`src/rtl/ml_sweep_ctrl.sv`:
```
// ml_sweep_ctrl: sequencer for the 4x4 QPSK ML hard-decision detector.
// Accepts one (y_hat, R) pair, holds it on the detector inputs while it sweeps
// all 64 candidates, waits (bounded by LAT_MAX) for the detector result and
// presents the hard decision downstream over a valid/ready handshake.
// Optional feature: define ML_SWEEP_PREFETCH_EN to add a one-entry pending
// buffer so the next vector can be accepted while the current one is in flight.
module ml_sweep_ctrl #(
    parameter int DATA_WIDTH = 20,
    parameter int LAT_MAX    = 16
) (
    input  logic                     i_clk,
    input  logic                     i_reset,
    input  logic                     i_in_valid,
    output logic                     o_in_ready,
    input  logic [8*DATA_WIDTH-1:0]  i_y_hat,
    input  logic [16*DATA_WIDTH-1:0] i_r,
    output logic                     o_ml_enable,
    output logic [5:0]               o_ml_cnt,
    output logic [8*DATA_WIDTH-1:0]  o_ml_y_hat,
    output logic [16*DATA_WIDTH-1:0] o_ml_r,
    input  logic                     i_ml_valid,
    input  logic [7:0]               i_ml_hardbit,
    output logic                     o_out_valid,
    input  logic                     i_out_ready,
    output logic [7:0]               o_out_hardbit,
    output logic                     o_busy,
    output logic                     o_err
);

    localparam int YW = 8 * DATA_WIDTH;
    localparam int RW = 16 * DATA_WIDTH;
    localparam int TW = $clog2(LAT_MAX);
    localparam logic [TW-1:0] TMO_LAST = TW'(LAT_MAX - 1);

    typedef enum logic [1:0] {
        S_IDLE,
        S_SWEEP,
        S_DRAIN,
        S_OUT
    } state_t;

    state_t        state;
    state_t        state_nxt;
    logic [5:0]    cnt;
    logic [TW-1:0] tmo;
    logic [YW-1:0] y_act;
    logic [RW-1:0] r_act;
    logic [7:0]    hard;
    logic          err;

    logic          in_fire;
    logic          load_act;
    logic          take_res;
    logic          take_tmo;
    logic [YW-1:0] next_y;
    logic [RW-1:0] next_r;

`ifdef ML_SWEEP_PREFETCH_EN
    logic          pend_full;
    logic [YW-1:0] pend_y;
    logic [RW-1:0] pend_r;

    // Any vector accepted outside IDLE parks here unless it loads the active regs directly.
    assign o_in_ready = (state == S_IDLE) | ~pend_full;
    assign next_y     = pend_full ? pend_y : i_y_hat;
    assign next_r     = pend_full ? pend_r : i_r;

    // Pending-buffer occupancy: set on a parked accept, cleared when the OUT handshake consumes it.
    always_ff @(posedge i_clk or posedge i_reset) begin
        if (i_reset) begin
            pend_full <= 1'b0;
        end else if (state == S_OUT && i_out_ready && pend_full) begin
            pend_full <= 1'b0;
        end else if (in_fire && !load_act) begin
            pend_full <= 1'b1;
        end
    end

    // Pending payload capture.
    // NOTE: the payload has no reset; pend_full alone says whether it is meaningful.
    always_ff @(posedge i_clk) begin
        if (in_fire && !load_act) begin
            pend_y <= i_y_hat;
            pend_r <= i_r;
        end
    end
`else
    logic pend_full;

    // Without a buffer the next vector is only taken in the same cycle the result leaves.
    assign pend_full  = 1'b0;
    assign o_in_ready = (state == S_IDLE) | ((state == S_OUT) & i_out_ready);
    assign next_y     = i_y_hat;
    assign next_r     = i_r;
`endif

    assign in_fire = i_in_valid & o_in_ready;

    // Next-state and load decisions for the IDLE/SWEEP/DRAIN/OUT sequence.
    // NOTE: every output of this block is defaulted first so no path can infer a latch.
    always_comb begin
        state_nxt = state;
        load_act  = 1'b0;
        take_res  = 1'b0;
        take_tmo  = 1'b0;
        unique case (state)
            S_IDLE: begin
                if (in_fire) begin
                    load_act  = 1'b1;
                    state_nxt = S_SWEEP;
                end
            end
            S_SWEEP: begin
                if (cnt == 6'd63) begin
                    state_nxt = S_DRAIN;
                end
            end
            S_DRAIN: begin
                // A result arriving on the timeout cycle still wins.
                if (i_ml_valid) begin
                    take_res  = 1'b1;
                    state_nxt = S_OUT;
                end else if (tmo == TMO_LAST) begin
                    take_tmo  = 1'b1;
                    state_nxt = S_OUT;
                end
            end
            S_OUT: begin
                if (i_out_ready) begin
                    if (pend_full || in_fire) begin
                        load_act  = 1'b1;
                        state_nxt = S_SWEEP;
                    end else begin
                        state_nxt = S_IDLE;
                    end
                end
            end
            default: state_nxt = S_IDLE;
        endcase
    end

    // State register.
    // NOTE: all clocked state uses non-blocking assignments so every register sees pre-edge values.
    always_ff @(posedge i_clk or posedge i_reset) begin
        if (i_reset) begin
            state <= S_IDLE;
        end else begin
            state <= state_nxt;
        end
    end

    // Candidate counter: cleared on load, free-running through SWEEP, parked at 63 afterwards.
    always_ff @(posedge i_clk or posedge i_reset) begin
        if (i_reset) begin
            cnt <= '0;
        end else if (load_act) begin
            cnt <= '0;
        end else if (state == S_SWEEP && cnt != 6'd63) begin
            cnt <= cnt + 6'd1;
        end
    end

    // DRAIN timeout counter: counts DRAIN cycles, held at zero everywhere else.
    always_ff @(posedge i_clk or posedge i_reset) begin
        if (i_reset) begin
            tmo <= '0;
        end else if (state == S_DRAIN) begin
            tmo <= tmo + 1'b1;
        end else begin
            tmo <= '0;
        end
    end

    // Active operand registers: change only when a new detection is loaded.
    always_ff @(posedge i_clk or posedge i_reset) begin
        if (i_reset) begin
            y_act <= '0;
            r_act <= '0;
        end else if (load_act) begin
            y_act <= next_y;
            r_act <= next_r;
        end
    end

    // Hard-decision register and sticky timeout flag.
    always_ff @(posedge i_clk or posedge i_reset) begin
        if (i_reset) begin
            hard <= '0;
            err  <= 1'b0;
        end else if (take_res) begin
            hard <= i_ml_hardbit;
        end else if (take_tmo) begin
            hard <= 8'h00;
            err  <= 1'b1;
        end
    end

    assign o_ml_enable   = (state == S_SWEEP);
    assign o_ml_cnt      = cnt;
    assign o_ml_y_hat    = y_act;
    assign o_ml_r        = r_act;
    assign o_out_valid   = (state == S_OUT);
    assign o_out_hardbit = hard;
    assign o_busy        = (state != S_IDLE);
    assign o_err         = err;

endmodule
```
`config.mk`:
```
export PLATFORM = sky130hd
export DESIGN_NAME = ml_sweep_ctrl
export DESIGN_NICKNAME = d
export VERILOG_FILES = /design/src/rtl/ml_sweep_ctrl.sv
export SDC_FILE = /design/constraint.sdc
export NUM_CORES = 1
export LEC_CHECK = 0
export ABC_AREA = 1
export ABC_CLOCK_PERIOD_IN_PS = 25100
export CAP_MARGIN = 10
export CORE_AREA = 4 4 389 391
export CTS_BUF_LIST = sky130_fd_sc_hd__clkbuf_16
export DETAILED_ROUTE_END_ITERATION = 8
export DIE_AREA = 0 0 393 395
export DONT_BUFFER_PORTS = 1
export MAX_ROUTING_LAYER = met4
export PLACE_DENSITY = 0.3
export SLEW_MARGIN = 30
export SYNTH_ARGS = -nofsm -noshare
export SYNTH_HDL_FRONTEND = slang
export SYNTH_SLANG_ARGS = --single-unit
export TNS_END_PERCENT = 1
```
`constraint.sdc`:
```
create_clock -name i_clk -period 25.1 [get_ports i_clk]
set_input_delay 7.53 -clock i_clk [delete_from_list [all_inputs] [get_ports i_clk]]
set_output_delay 7.53 -clock i_clk [all_outputs]
set_load 0.01 [all_outputs]
```
* Word level (Yosys, flattened, before mapping)
Cells that the tools add are included.
Widths: inputs -> output; s select.
** Storage, ports and cells
- Flip-flop bits (word level) :: 501
- Latch bits :: 0
- RAM bits :: 0
- Bits in read-only memories :: 0
- Output and inout port bits :: 499
- Memories :: 0
** Cells by class
- Add/sub/neg operators :: 2
- $mul :: 0
- Div/mod/pow operators :: 0
- Order comparisons :: 0
- Equal/unequal tests :: 10
- Shift operators :: 0
- Mux-type cells :: 20
- Bitwise gates (word level) :: 4
- Reduce and logical (&&, ||, !) cells :: 7
** Operators by type and width (count)
- $mux 8 :: 2
- $mux 6 :: 2
- $mux 2 :: 5
- $mux 1 :: 8
- $pmux 2 s4 :: 1
- $add 6x1->6 const B :: 1
- $eq 6x6->1 const B :: 1
- $ne 6x6->1 const B :: 1
- $reduce_bool 2->1 :: 3
- $add 4x1->4 const B :: 1
- $eq 2x2->1 const B :: 2
- $eq 4x4->1 const B :: 1
- $mux 4 :: 1
- $ne 2x1->1 const B :: 2
- $reduce_and 4->1 :: 1
- $ne 3x3->1 const B :: 1
- $and 1x1->1 :: 2
- $eq 2x1->1 const B :: 1
- $logic_not 2->1 :: 1
- $ne 2x2->1 const B :: 1
- $pmux 1 s2 :: 1
- $reduce_and 2->1 :: 1
- $logic_and 1x1->1 :: 1
- $not 1->1 :: 1
- $or 1x1->1 :: 1

* Depth between registers and ports, before layout
- Depth after elaboration :: 8
- Mapped depth :: 11
- Gate-level depth less buffers :: 9

* Worst setup path after synthesis
No wires, ideal clock.
- Path type :: in2out
- From :: input i_out_ready
- To :: output o_in_ready
- Arrival :: 7.671 ns
- Data required time :: 17.570 ns
- Setup slack :: 9.899 ns
- Cell stages on the path :: 2
- Path buffers :: 0
- Cells stage by stage :: nand2_1 > nand2_2
** On the way
- Longest elaborated chain between the ends :: 2
** RTL lines
- from (decl) :: line 24 : input logic i_out_ready,
- $and 1x1->1 :: line 92 : assign o_in_ready = (state == S_IDLE) | ((state == S_OUT) & i_out_ready);
- $or 1x1->1 :: line 92
- to (decl) :: line 14 : output logic o_in_ready,
No other way between the ends.

* Worst setup path after layout
Ends and elaborated chain as after synthesis.

==> results by group <==
STA
  – Peak Freq: 65.5 MHz
  – Final hold vios: 0
  – Hold_ws: 0.472 ns
  – Least-Margin Pin Slew: 0.928 ns
  – Max-slew headroom: 38.1%
  – Finish-stage setup viols: 0
  – Fin crit share: 60.8%
  – RSZ-0062 raised after global routing: false
  – Final slew viol count: 0
  – Skew final: 0.0270 ns
  – Final TNS setup: 0 ns
  – Minimum clock period: 15.26 ns

Clock network
  – Total CTS buffers: 69
  – Root Driver: clkbuf_16
  – Clk buf depth: 3
  – Post-CTS resize count: 0
  – CTS sink count: 501
  – Clk_lat worst skew: 0.64 ns
  – Clock transition at path regs: 0.05 ns
  – Htree depth: 3
  – CTS tree: yes
  – Postcts setup bufs: 0
  – CTS Hold Bufs: 0

Critical path
  – Critical path arrival: 7.73 ns
  – Worst EP required: 17.57 ns
  – WP buf/inv: 0
  – Crit-path leading delay family: simple AND/OR/NAND/NOR gates
  – CP Launch Type: input port
  – Slowest Stage Delay on Critical Path: 0.15 ns
  – CP Cell Sequence: nand2_1, nand2_2
  – Critical path endpoint category: output port
  – Slowest cell on crit path: nand2_2
  – Worst Setup Path Type: in2out
  – Crit path max fanout: 4

Power and ir drop
  – Maximum VDD drop: 0.0380 mV
  – Leakage: 12.0 nW
  – Cell Pwr Density: 82.9 nW/um2

GRT
  – Largest net degree at the start of global routing: 178
  – Antenna violations before repair: 36
  – Tot GR Track Use: 11.8%
  – Remaining Overflow, GRT: 0
  – Vias in the first global route: 14.8k
  – First-pass GRT wire length: 125 mm

Layout
  – Layout cells sized above 1: 5.42%
  – Area grow syn2layout: 22.5%
  – FF/Latch Area: 12,500 um2
  – Fin nets: 2,649
  – Commonest cells after routing, fill and taps aside: nand2_1 (1,483), dfrtp_1 (501), clkbuf_16 (71)
  – Fillers: 16.8k
  – Commonest non-fill, non-tap cell in the layout: nand2_1
  – Final core utilization: 15.9%
  – Footprint of the multi-input gates: 5920 um2

Routing
  – Drt total wl: 92.9 mm
  – WL/cell: 22.3 um
  – Drt via density: 3.36
  – 1st-iter DRT viols: 689
  – Final ANT Viol Nets: 0
  – Initial DRT Pass Iterations: 5
  – Routed vias: 14.0k
  – Post-route DRC: 0

Floorplanning
  – Initial Util: 13.0%
  – Die width: 393 um
  – Core region area: 147,000 um2
  – Die Area: 155,000 um2
  – IO Pins: 992
  – Die height: 395 um
  – Row Count: 141

Flow run
  – Max cap viols: 0

Logic synthesis
  – Yosys Warn Count: 0
  – Dominant cells by area after synthesis: dfrtp_1 (66%), nand2_1 (29%), buf_2 (2.1%)
  – Register bit total from synthesis: 501
  – Sequential area share after synthesis: 65.6%
  – Synth area leader: dfrtp_1
  – Mapped Cells: 2,166
  – Top-area cell type share of the netlist area: 65.6%
  – Syn nets: 2,666
  – Synth unique cells: 19
  – Avg Inst Size Synth: 8.82 um2
  – Syn Std Cell Area: 19,100 um2

Place
  – DP HPWL: 71.2 mm
  – GPL Wtd Cong: 0.829
  – Port bufs: 0

Min path
  – HP Class: reg2reg

Status
  – Status: finished, final reports clean
## registers in the layout, indices dropped and copies added (netlist names)
register and cells:
o_ml_r 320, o_ml_y_hat 160, o_out_hardbit 8, o_ml_cnt 6, tmo 4, state 2, o_err 1
## metal layers
metal / GRT usage [%] / up-vias / share of wire [%]
li1: - / 6561 / -
met1: 11.3 / 6639 / 34
met2: 19.8 / 640 / 50
met3: 6.84 / 124 / 13
met4: 4.03 / 0 / 3.4
met5: - / - / 0
## cell usage after synthesis (all sizes together)
master	number
o21ai	3
ha	7
nor2	10
or2	1
buf	102
clkbuf	7
inv	16
nand3	24
nand3b	4
a21oi	1
o21bai	1
xor2	1
nand4	4
dfrtp	501
nand2	1484
## cell families after synthesis
kind of cell,count (synthesis),synth area share [%]
flops,501,65.6
fa+ha+maj,7,0.458
simple gates,1527,30.3
buf+inv,125,3.44
compound gates,5,0.144
xor+xnor,1,0.0458
## through the flow
| step | total power, W | cell area (um2) | worst slack, ns | cells |
|---|---|---|---|---|
| 2_1_floorplan | 0.000944 | 19100 | 3.58 | 2166 |
| 5_1_grt | 0.00204 | 23400 | 9.82 | 4158 |
| 6_report | 0.00194 | 23400 | 9.84 | 4160 |
| 4_1_cts | 0.00200 | 23300 | 9.84 | 4124 |
| 3_3_place_gp | 0.000988 | 21100 | 9.83 | 4007 |
| 3_5_place_dp | 0.000987 | 21100 | 9.84 | 4007 |
## report_power, final
part	leakage [nW]	internal [W]	total [W]	switching, W
logic	4.47	0.0000175	0.0000522	0.0000347
clock network	1.12	0.000583	0.000975	0.000392
registers	6.45	0.000848	0.000915	0.0000671
## worst register-to-register path: cells and delay by family (launching register included)
kind	cells	cell delay, ns
adders and majority gates	1	0.39
buffers and inverters	5	3.47
DFF	1	0.43
and+or+nand+nor	5	1.02
## path summary, 6_finish.rpt
path                                       from                      end  slack, ns  cells after the start
setup / recovery                    i_out_ready               o_in_ready       9.84                      2
max in group asynchronous               i_reset         tmo[3]$_DFF_PP0_      15.54                      4
setup reg to reg           state[0]$_DFFE_PP0P_   o_ml_r[30]$_DFFE_PP0P_      19.71                     11
hold / removal                 tmo[0]$_DFF_PP0_         tmo[0]$_DFF_PP0_       0.47                      1
hold reg to reg                tmo[0]$_DFF_PP0_         tmo[0]$_DFF_PP0_       0.47                      1
min in group asynchronous               i_reset  o_ml_r[236]$_DFFE_PP0P_       6.80                      1
## final cells by class
class	instances	area share, %
Antenna cell	35	0.374
Clock buffer	71	7.59
Clock inverter	46	1.78
Inverter	16	0.289
Multi-Input combinational cell	1540	25.3
Sequential cell	501	53.5
Tap cell	1930	10.3
Timing Repair Buffer	21	0.812
(Power assumes the default switching activity.)
